## config.mk

```make
export PLATFORM = sky130hd
export DESIGN_NAME = nbody_host_sequencer
export DESIGN_NICKNAME = d
export VERILOG_FILES = /design/src/rtl/nbody_host_sequencer.sv
export SDC_FILE = /design/constraint.sdc
export NUM_CORES = 1
export LEC_CHECK = 0
export BUFFER_PORTS_ARGS = -buffer_cell sky130_fd_sc_hd__buf_2
export CORE_ASPECT_RATIO = 1.25
export CORE_MARGIN = 2
export CORE_UTILIZATION = 40
export CTS_BUF_LIST = sky130_fd_sc_hd__clkbuf_4 sky130_fd_sc_hd__clkbuf_8
export DETAILED_ROUTE_END_ITERATION = 12
export PLACE_DENSITY_LB_ADDON = 0.25
export SKIP_CTS_REPAIR_TIMING = 1
export SYNTH_ARGS = -nofsm -noshare
export SYNTH_HDL_FRONTEND = slang
export SYNTH_SLANG_ARGS = --single-unit
```

## constraint.sdc

```tcl
create_clock -name clk -period 6.5 [get_ports clk]
set_input_delay 1.3 -clock clk [delete_from_list [all_inputs] [get_ports clk]]
set_output_delay 1.3 -clock clk [all_outputs]
set_load 0.02 [all_outputs]
```

## src/rtl/nbody_host_sequencer.sv

```systemverilog
// nbody_host_sequencer: runs one N-body accelerator job over a simple memory-mapped bus
// (configure, stream bodies in, start, poll DONE, acknowledge, fetch results, release).
// Optional: define NBODY_POLL_TIMEOUT_EN to bound DONE polling with a 32-bit timeout
// that raises a sticky error and skips the result fetch.
module nbody_host_sequencer #(
    parameter int BODIES       = 512,
    parameter int DATA_WIDTH   = 64,
    parameter int ADDR_WIDTH   = 16,
    parameter int READ_LATENCY = 1
) (
    input  logic                      clk,
    input  logic                      rst,
    input  logic                      start,
    input  logic [$clog2(BODIES)-1:0] cfg_n_bodies,
    input  logic [DATA_WIDTH-1:0]     cfg_gap,
    input  logic                      in_valid,
    output logic                      in_ready,
    input  logic [DATA_WIDTH-1:0]     in_data,
    output logic                      out_valid,
    input  logic                      out_ready,
    output logic [DATA_WIDTH-1:0]     out_data,
    output logic                      busy,
    output logic                      done,
    output logic                      error,
    output logic [ADDR_WIDTH-1:0]     avm_address,
    output logic                      avm_write,
    output logic                      avm_read,
    output logic                      avm_chipselect,
    output logic [DATA_WIDTH-1:0]     avm_writedata,
    input  logic [DATA_WIDTH-1:0]     avm_readdata
);
    localparam int IW = $clog2(BODIES);
    localparam int OW = ADDR_WIDTH - IW;
    localparam int LW = $clog2(READ_LATENCY + 1);
    localparam logic [OW-1:0] OP_GO   = OW'(8'h00);
    localparam logic [OW-1:0] OP_ACK  = OW'(8'h01);
    localparam logic [OW-1:0] OP_N    = OW'(8'h02);
    localparam logic [OW-1:0] OP_BODY = OW'(8'h03);
    localparam logic [OW-1:0] OP_GAP  = OW'(8'h08);
    localparam logic [OW-1:0] OP_DONE = OW'(8'h40);
    localparam logic [OW-1:0] OP_RES  = OW'(8'h41);

    typedef enum logic [3:0] {
        S_IDLE, S_CFG_N, S_CFG_GAP, S_LOAD, S_GO_SET, S_POLL,
        S_POLL_WAIT, S_ACK, S_FETCH, S_FETCH_WAIT, S_RELEASE, S_FIN
    } state_t;

    state_t                state_q, state_d;
    logic [IW-1:0]         n_q, n_d;
    logic [DATA_WIDTH-1:0] gap_q, gap_d;
    logic [IW-1:0]         b_q, b_d;
    logic [2:0]            f_q, f_d;
    logic [LW-1:0]         lat_q, lat_d;
    logic                  last_q, last_d;
    logic                  rel_q, rel_d;
    logic                  ov_q, ov_d;
    logic [DATA_WIDTH-1:0] od_q, od_d;
    logic                  last_body, lat_done, fetch_go, to_hit;
    logic [OW-1:0]         op;
    logic [IW-1:0]         idx;

    assign last_body = b_q == n_q - IW'(1);
    assign lat_done  = lat_q == LW'(READ_LATENCY);
    assign fetch_go  = !last_q && (!ov_q || out_ready);

`ifdef NBODY_POLL_TIMEOUT_EN
    logic [31:0] to_q, to_d;
    logic        err_q, err_d;
    logic        polling;

    assign polling = state_q == S_POLL || state_q == S_POLL_WAIT;
    assign to_hit  = polling && to_q == '1;
    assign error   = err_q;

    // poll timeout restarts with each job's GO; error stays set until reset
    always_comb begin
        to_d  = state_q == S_GO_SET ? '0 : polling ? to_q + 32'd1 : to_q;
        err_d = err_q | to_hit;
    end

    // timeout state registers
    always_ff @(posedge clk or posedge rst) begin
        if (rst) begin
            to_q  <= '0;
            err_q <= 1'b0;
        end else begin
            to_q  <= to_d;
            err_q <= err_d;
        end
    end
`else
    assign to_hit = 1'b0;
    assign error  = 1'b0;
`endif

    // state and datapath registers; reset aborts a job without touching the accelerator
    always_ff @(posedge clk or posedge rst) begin
        if (rst) begin
            state_q <= S_IDLE;
            n_q     <= '0;
            gap_q   <= '0;
            b_q     <= '0;
            f_q     <= '0;
            lat_q   <= '0;
            last_q  <= 1'b0;
            rel_q   <= 1'b0;
            ov_q    <= 1'b0;
            od_q    <= '0;
        end else begin
            state_q <= state_d;
            n_q     <= n_d;
            gap_q   <= gap_d;
            b_q     <= b_d;
            f_q     <= f_d;
            lat_q   <= lat_d;
            last_q  <= last_d;
            rel_q   <= rel_d;
            ov_q    <= ov_d;
            od_q    <= od_d;
        end
    end

    // next-state sequencing of the job phases
    always_comb begin
        state_d = state_q;
        case (state_q)
            S_IDLE:       if (start) state_d = cfg_n_bodies == '0 ? S_FIN : S_CFG_N;
            S_CFG_N:      state_d = S_CFG_GAP;
            S_CFG_GAP:    state_d = S_LOAD;
            S_LOAD:       if (in_valid && f_q == 3'd4 && last_body) state_d = S_GO_SET;
            S_GO_SET:     state_d = S_POLL;
            S_POLL:       state_d = S_POLL_WAIT;
            S_POLL_WAIT:  if (lat_done) state_d = avm_readdata[0] ? S_ACK : S_POLL;
            S_ACK:        state_d = S_FETCH;
            S_FETCH:      state_d = last_q ? (ov_q ? S_FETCH : S_RELEASE) : fetch_go ? S_FETCH_WAIT : S_FETCH;
            S_FETCH_WAIT: if (lat_done) state_d = S_FETCH;
            S_RELEASE:    if (rel_q) state_d = S_FIN;
            S_FIN:        state_d = S_IDLE;
            default:      state_d = S_IDLE;
        endcase
        if (to_hit) state_d = S_RELEASE;
    end

    // counters, read-latency timer and the result holding register
    always_comb begin
        n_d    = n_q;
        gap_d  = gap_q;
        b_d    = b_q;
        f_d    = f_q;
        lat_d  = lat_q;
        last_d = last_q;
        rel_d  = rel_q;
        ov_d   = ov_q && !out_ready;
        od_d   = od_q;
        case (state_q)
            S_IDLE: if (start) begin
                n_d    = cfg_n_bodies;
                gap_d  = cfg_gap;
                b_d    = '0;
                f_d    = '0;
                last_d = 1'b0;
                rel_d  = 1'b0;
            end
            S_LOAD: if (in_valid) begin
                f_d = f_q == 3'd4 ? 3'd0 : f_q + 3'd1;
                b_d = f_q != 3'd4 ? b_q : last_body ? '0 : b_q + IW'(1);
            end
            S_POLL, S_FETCH: lat_d = LW'(1);
            S_POLL_WAIT: lat_d = lat_q + LW'(1);
            S_FETCH_WAIT: begin
                lat_d = lat_q + LW'(1);
                if (lat_done) begin
                    od_d = avm_readdata;
                    ov_d = 1'b1;
                    f_d  = {2'b00, !f_q[0]};
                    if (f_q[0]) begin
                        last_d = last_body;
                        b_d    = last_body ? b_q : b_q + IW'(1);
                    end
                end
            end
            S_RELEASE: rel_d = 1'b1;
            default: ;
        endcase
    end

    // bus strobes and stream handshakes decoded from the current state
    always_comb begin
        in_ready      = 1'b0;
        avm_write     = 1'b0;
        avm_read      = 1'b0;
        done          = 1'b0;
        op            = '0;
        idx           = '0;
        avm_writedata = '0;
        case (state_q)
            S_CFG_N: begin
                avm_write     = 1'b1;
                op            = OP_N;
                avm_writedata = DATA_WIDTH'(n_q);
            end
            S_CFG_GAP: begin
                avm_write     = 1'b1;
                op            = OP_GAP;
                avm_writedata = gap_q;
            end
            S_LOAD: begin
                in_ready      = 1'b1;
                avm_write     = in_valid;
                op            = OP_BODY + OW'(f_q);
                idx           = b_q;
                avm_writedata = in_data;
            end
            S_GO_SET: begin
                avm_write     = 1'b1;
                op            = OP_GO;
                avm_writedata = DATA_WIDTH'(1);
            end
            S_POLL: begin
                avm_read = 1'b1;
                op       = OP_DONE;
            end
            S_ACK: begin
                avm_write     = 1'b1;
                op            = OP_ACK;
                avm_writedata = DATA_WIDTH'(1);
            end
            S_FETCH: begin
                avm_read = fetch_go;
                op       = OP_RES + OW'(f_q[0]);
                idx      = b_q;
            end
            S_RELEASE: begin
                avm_write = 1'b1;
                op        = rel_q ? OP_GO : OP_ACK;
            end
            S_FIN: done = 1'b1;
            default: ;
        endcase
    end

    assign busy           = state_q != S_IDLE;
    assign avm_chipselect = avm_write | avm_read;
    assign avm_address    = {op, idx};
    assign out_valid      = ov_q;
    assign out_data       = od_q;
endmodule

```

* Word-level counts from Yosys, hierarchy flattened
Index checks and enable logic that the tools add are counted.
W data, S select, Z words.
** Storage, ports and cells
- Word-level logic and storage cells :: 108
- Output and inout bits :: 152
- Input bits :: 206
- Flip-flop bits (word level) :: 157
** Operators by class
- $add $sub $neg :: 6
- Reduce and logical (&&, ||, !) cells :: 28
- Bitwise operators :: 1
- Muxes and demuxes :: 40
- Equal/unequal tests :: 23
** Operator list (number)
- $pmux W64 S4 :: 1
- $mux W9 :: 8
- $pmux W7 S7 :: 1
- $pmux W4 S11 :: 1
- $pmux W9 S3 :: 1
- $mux W4 :: 6
- $ne A2 B2 Y1 const B :: 9
- $eq A4 B3 Y1 const B :: 4
- $eq A4 B4 Y1 const B :: 4
- $mux W3 :: 4
- $pmux W1 S2 :: 5
- $add A9 B1 Y9 const B :: 1
- $eq A9 B9 Y1 :: 1
- $logic_not A9 Y1 :: 1
- $mux W1 :: 9
- $pmux W3 S3 :: 1
- $sub A9 B1 Y9 const B :: 1
- $eq A4 B2 Y1 const B :: 2
- $reduce_and A4 Y1 :: 2
- $reduce_or A2 Y1 :: 4
- $add A7 B1 Y7 const A :: 1
- $reduce_and A7 Y1 :: 1
- $mux W2 :: 3
- $reduce_and A2 Y1 :: 3
- 16 further kinds :: 24

* Logic depth before layout (Yosys ltp)
- Depth after elaboration :: 6
- Mapped depth :: 10
- Mapped depth without buffers :: 9

* Worst setup path after synthesis
No wires, ideal clock.
- Path type :: in2out
- Start :: in in_valid
- End :: out avm_chipselect
- Path slack :: 2954 ps
- Cell stages on the path :: 5
- Required time :: 5200 ps
- Path buffers :: 0
- Data arrival time :: 2246 ps
- Cells stage by stage :: o21ai_0 -> a21oi_1 -> nand2_1 -> o21ai_0 -> or2_2
** Between the ends
- Word-level cells in the longest chain between the ends :: 2
** Ends and longest elaborated chain
- start, declared :: RTL line 16 : input logic in_valid,
- $pmux W1 S2 :: RTL line 196 : case (state_q)
- via avm_write :: RTL line 26 : output logic avm_write,
- $or A1 B1 Y1 :: RTL line 243 : assign avm_chipselect = avm_write | avm_read;
- end, declared :: RTL line 28 : output logic avm_chipselect,
The timed path passes the listed nets, and every way through them passes these cells.

* Worst setup path in the final report
- Start :: reg state_q[1]
- End :: out avm_writedata[33]
** Between the ends
- Word-level cells in the longest chain between the ends :: 3
- Elaborated cells on any way between the ends :: 7
- Classes of those cells :: eq/ne (5); mux (1); reduce/logical (1)
** Ends and longest elaborated chain
- start, declared :: RTL line 48 : state_t state_q, state_d;
- start signal, assigned :: RTL line 110 : state_q <= state_d;
- $eq A4 B3 Y1 :: RTL line 196
- $reduce_or A2 Y1 (no source line)
- $pmux W64 S4 (*) :: RTL line 196
- end, declared :: RTL line 29 : output logic [DATA_WIDTH-1:0] avm_writedata,
Mark *: on every way between the ends. The rest lies on a longest branch, timed or not.

==> report_table.html <==
<table>
<tr><th>Metric</th><th>Value</th></tr>
<tr><th colspan="2">Synth</th></tr>
<tr><td>Share of synthesized flip-flops with an asynchronous set or reset</td><td>100%</td></tr>
<tr><td>Main synth FF type</td><td>sky130_fd_sc_hd__dfrtp_1</td></tr>
<tr><td>Flip-flop and latch count after synthesis</td><td>approximately 160</td></tr>
<tr><td>Number of distinct library cells after synthesis</td><td>60</td></tr>
<tr><td>Post-synth EDFFs</td><td>0</td></tr>
<tr><td>Mapped Avg Cell Area</td><td>~12 sq um</td></tr>
<tr><td>Sequential-to-total area share from yosys stat</td><td>between 50 and 60%</td></tr>
<tr><td>Post-synthesis instance total</td><td>654</td></tr>
<tr><td>Summed instance area of the synthesized netlist</td><td>7680 sq um</td></tr>
<tr><td>Yosys warns</td><td>0</td></tr>
<tr><th colspan="2">Critical path</th></tr>
<tr><td>FF-to-FF setup slack</td><td>~3400 ps</td></tr>
<tr><td>Worst setup SP type</td><td>flop</td></tr>
<tr><td>Required time of the critical path</td><td>5200 ps</td></tr>
<tr><td>Launch point of the worst reg-to-reg path</td><td>state_q[1]</td></tr>
<tr><td>Ordered cell list for the critical path</td><td>nand4bb_1 &gt; inv_2 &gt; buf_4 &gt; a22o_1 &gt; buf_2</td></tr>
<tr><td>Combined buffer and inverter count along the critical path</td><td>3</td></tr>
<tr><td>Crit-path max cell delay</td><td>just over 900 ps</td></tr>
<tr><td>WS Path Type</td><td>reg2out</td></tr>
<tr><td>Worst r2r path cells</td><td>7</td></tr>
<tr><td>Cell family with the largest share of critical-path delay</td><td>buffers and inverters</td></tr>
<tr><td>Critical Path Fanout Max</td><td>54</td></tr>
<tr><td>End of the worst register-to-register path</td><td>b_q[7]</td></tr>
<tr><td>Crit path capture type</td><td>output port</td></tr>
<tr><td>Signal arrival time at the worst endpoint</td><td>3160 ps</td></tr>
<tr><td>Slowest CP cell</td><td>sky130_fd_sc_hd__dfrtp_1</td></tr>
<tr><th colspan="2">Pwr</th></tr>
<tr><td>Switching fraction of total power</td><td>a little over two fifths</td></tr>
<tr><td>Internal power component</td><td>between 2 and 2.5 mW</td></tr>
<tr><td>Total power per unit cell area</td><td>442 nW/um^2</td></tr>
<tr><td>Net switching power figure</td><td>between 1.5 and 2 mW</td></tr>
<tr><td>Sequential Power Share</td><td>36.4%</td></tr>
<tr><td>Post-layout power</td><td>4.40 mW</td></tr>
<tr><td>Clock Power Share</td><td>14.8%</td></tr>
<tr><td>Combinational power share</td><td>48.8%</td></tr>
<tr><td>Leakage power of the design</td><td>4.94 nW</td></tr>
<tr><td>Worst voltage drop across the vdd grid</td><td>0.276 mV</td></tr>
<tr><th colspan="2">Hold path</th></tr>
<tr><td>Startpoint of the worst hold path</td><td>out_data[0]</td></tr>
<tr><td>Hold worst-path end</td><td>out_data[0]</td></tr>
<tr><td>Number of stages on the worst hold path</td><td>2</td></tr>
<tr><td>Path type of the worst min-delay path</td><td>reg2reg</td></tr>
<tr><th colspan="2">Floorplan</th></tr>
<tr><td>Chip height</td><td>~160 um</td></tr>
<tr><td>Core Area</td><td>~19000 sq um</td></tr>
<tr><td>X dimension of the die</td><td>128 um</td></tr>
<tr><td>Starting Density</td><td>between 40 and 50%</td></tr>
<tr><td>Die footprint</td><td>20300 sq um</td></tr>
<tr><td>Placement row count</td><td>56</td></tr>
<tr><td>I/O pin count</td><td>358</td></tr>
<tr><th colspan="2">Timing</th></tr>
<tr><td>Fmax</td><td>0.224 GHz</td></tr>
<tr><td>Setup repair after global routing missed its margin</td><td>false</td></tr>
<tr><td>Fin Hold WS</td><td>~500 ps</td></tr>
<tr><td>Tcrit/Tclk final</td><td>between 60% and 70%</td></tr>
<tr><td>Worst slew margin relative to its limit</td><td>35.7%</td></tr>
<tr><td>Final total negative setup slack</td><td>0 ps</td></tr>
<tr><td>Shortest clock period the worst path allows after layout</td><td>4460 ps</td></tr>
<tr><td>Clk_skew</td><td>20.1 ps</td></tr>
<tr><td>Final hold violation count</td><td>0</td></tr>
<tr><td>Actual transition at the worst max-transition pin</td><td>roughly 970 ps</td></tr>
<tr><td>Number of endpoints failing setup at the final stage</td><td>0</td></tr>
<tr><td>Min setup slack post-route</td><td>2040 ps</td></tr>
<tr><td>Number of pins exceeding their max-slew limit in the final report</td><td>0</td></tr>
<tr><th colspan="2">GRT</th></tr>
<tr><td>Global-route congestion overflow total</td><td>0</td></tr>
<tr><td>Total routing usage reported by global routing</td><td>between 20 and 25%</td></tr>
<tr><td>Initial antenna violation count</td><td>1</td></tr>
<tr><td>Number of global-route vias before repair</td><td>about 6300</td></tr>
<tr><td>Maximum number of pins on one net before global-route repair</td><td>74</td></tr>
<tr><td>Global-route wire length before repair</td><td>about 34 mm</td></tr>
<tr><th colspan="2">Job</th></tr>
<tr><td>Number of max-cap violations</td><td>0</td></tr>
<tr><th colspan="2">Route</th></tr>
<tr><td>Routed length per placed instance</td><td>~18 um</td></tr>
<tr><td>Count of routing violations after the opening detailed-route iteration</td><td>about 360</td></tr>
<tr><td>DR pass1 iterations</td><td>4</td></tr>
<tr><td>ANT nets after route</td><td>0</td></tr>
<tr><td>DRC violations left</td><td>0</td></tr>
<tr><td>Total number of vias</td><td>6482</td></tr>
<tr><td>Drt total wl</td><td>22.2 mm</td></tr>
<tr><td>Number of vias per cell after detailed routing</td><td>around 5.3</td></tr>
<tr><th colspan="2">CTS</th></tr>
<tr><td>Depth of the CTS H-tree</td><td>4</td></tr>
<tr><td>Buffer depth of the longest clock path</td><td>2</td></tr>
<tr><td>Library cell used as clock root buffer</td><td>sky130_fd_sc_hd__clkbuf_8</td></tr>
<tr><td>Clk_lat worst skew</td><td>450 ps</td></tr>
<tr><td>CTS sink cnt</td><td>157</td></tr>
<tr><td>Clock tree from TritonCTS</td><td>yes</td></tr>
<tr><td>TritonCTS Buffers</td><td>17</td></tr>
<tr><td>Clk pin slew, worst setup/hold paths</td><td>80 ps</td></tr>
<tr><th colspan="2">Place</th></tr>
<tr><td>Worst setup slack after placement</td><td>approximately 2600 ps</td></tr>
<tr><td>HPWL reported at the end of detailed placement</td><td>16.6 mm</td></tr>
<tr><td>Final weighted congestion in routability-driven placement</td><td>0.903</td></tr>
<tr><td>Count of input and output buffers</td><td>~350</td></tr>
<tr><th colspan="2">Final layout</th></tr>
<tr><td># nets final</td><td>about 1200</td></tr>
<tr><td>Fraction of layout instances using a drive strength above 1</td><td>roughly 54%</td></tr>
<tr><td>Area Overhead vs Synth</td><td>29.7%</td></tr>
<tr><td>Fillcell total</td><td>1701</td></tr>
<tr><td>Register cell area after layout</td><td>3930 sq um</td></tr>
<tr><td>Area of the multi-input gates</td><td>3520 sq um</td></tr>
<tr><th colspan="2">Run status</th></tr>
<tr><td>Run status</td><td>finished, final reports clean</td></tr>
</table>
## worst max-delay path by stage
stage / to / slack, ps / depth (start not counted) / start
4_1_cts: avm_writedata[18] / 2050 / 5 / state_q[1]
5_1_grt: avm_writedata[25] / 1800 / 5 / state_q[1]
3_5_place_dp: avm_writedata[18] / 2560 / 5 / state_q[1]
3_3_place_gp: avm_writedata[28] / 2660 / 5 / state_q[1]
6_report: avm_writedata[33] / 2040 / 5 / state_q[1]
2_1_floorplan: b_q[0] / 970 / 1 / rst
## metal layers
layer / global-route usage, % / up-vias / part of all wire, %
met5: 0 / - / 0
met1: 25.9 / 3116 / 39
met3: 6.12 / 36 / 7.8
met2: 36.3 / 278 / 51
met4: 8.09 / 0 / 2.6
li1: - / 3052 / -
## worst min-delay path, delay by kind of cell, from the launching register on
family | cells | cell delay (ps)
flops | 1 | 350
simple gates | 1 | 50
compound gates | 1 | 70
## synth_stat cells, drive strengths merged (7+ instances only)
library cell / instances / area, sq um
and2: 10 / 62.6
nor3: 8 / 40.0
o21ai: 21 / 105
mux2: 137 / 1540
buf: 13 / 70.1
a22o: 56 / 490
inv: 14 / 52.6
a22oi: 9 / 67.6
dfrtp: 157 / 3930
nand3: 9 / 50.1
nor2: 28 / 105
clkbuf: 36 / 135
a21oi: 25 / 129
xor2: 7 / 61.3
nand2: 38 / 143
## power groups by stage
stage          sequential [mW]  combinational [mW]  clock [mW]
2_1_floorplan             1.55                1.54           0
3_3_place_gp              1.62                2.13           0
3_5_place_dp              1.62                2.16           0
4_1_cts                   1.60                2.16       0.680
5_1_grt                   1.65                2.32       0.722
6_report                  1.60                2.15       0.650
## state kept, by name (all words and copies together), names as in the netlist
register / count
b_q: 9
f_q: 3
gap_q: 64
last_q: 1
lat_done: 1
n_q: 9
out_data: 64
out_valid: 1
rel_q: 1
state_q: 4
## cells in the final DEF, fill, tap and decap left out, types with 7 or more instances in the layout
master	instances
sky130_fd_sc_hd__nand3_1	8
sky130_fd_sc_hd__buf_2	354
sky130_fd_sc_hd__clkbuf_8	17
sky130_fd_sc_hd__dfrtp_1	157
sky130_fd_sc_hd__a22o_1	56
sky130_fd_sc_hd__a21oi_1	24
sky130_fd_sc_hd__o21ai_0	20
sky130_fd_sc_hd__nand2_1	36
sky130_fd_sc_hd__and2_1	10
sky130_fd_sc_hd__inv_1	13
sky130_fd_sc_hd__mux2_2	136
sky130_fd_sc_hd__nor2_1	28
sky130_fd_sc_hd__xor2_1	7
sky130_fd_sc_hd__nor3_1	8
sky130_fd_sc_hd__buf_4	7
sky130_fd_sc_hd__a22oi_1	9
## stage by stage
step | cell area (sq um) | std cells | util [%]
3_3_place_gp | 9620 | 1200 | 51.2
6_report | 9970 | 1233 | 53.1
4_1_cts | 9970 | 1232 | 53.1
3_5_place_dp | 9620 | 1200 | 51.2
5_1_grt | 9970 | 1233 | 53.1
2_1_floorplan | 7690 | 656 | -
## logic make-up after synthesis
kind of cell | after synthesis | synth area share, %
and+or+nand+nor | 139 | 9.39
DFF | 157 | 51.1
other | 1 | 0.0488
xor gates and xnor gates | 9 | 1.03
adders and majority gates | 5 | 0.814
buffers and inverters | 64 | 3.40
AOI/OAI and AO/OA | 141 | 14.0
muxes | 138 | 20.2
## layout make-up
type	instances	share of cell area [%]
sequential	157	39.4
multi-input combinational	435	35.3
timing repair buffer	361	18.3
tap	232	2.91
clock buffer	20	2.57
clock inverter	12	0.879
inverter	15	0.615
antenna	1	0.0251
(Power assumes the default switching activity.)
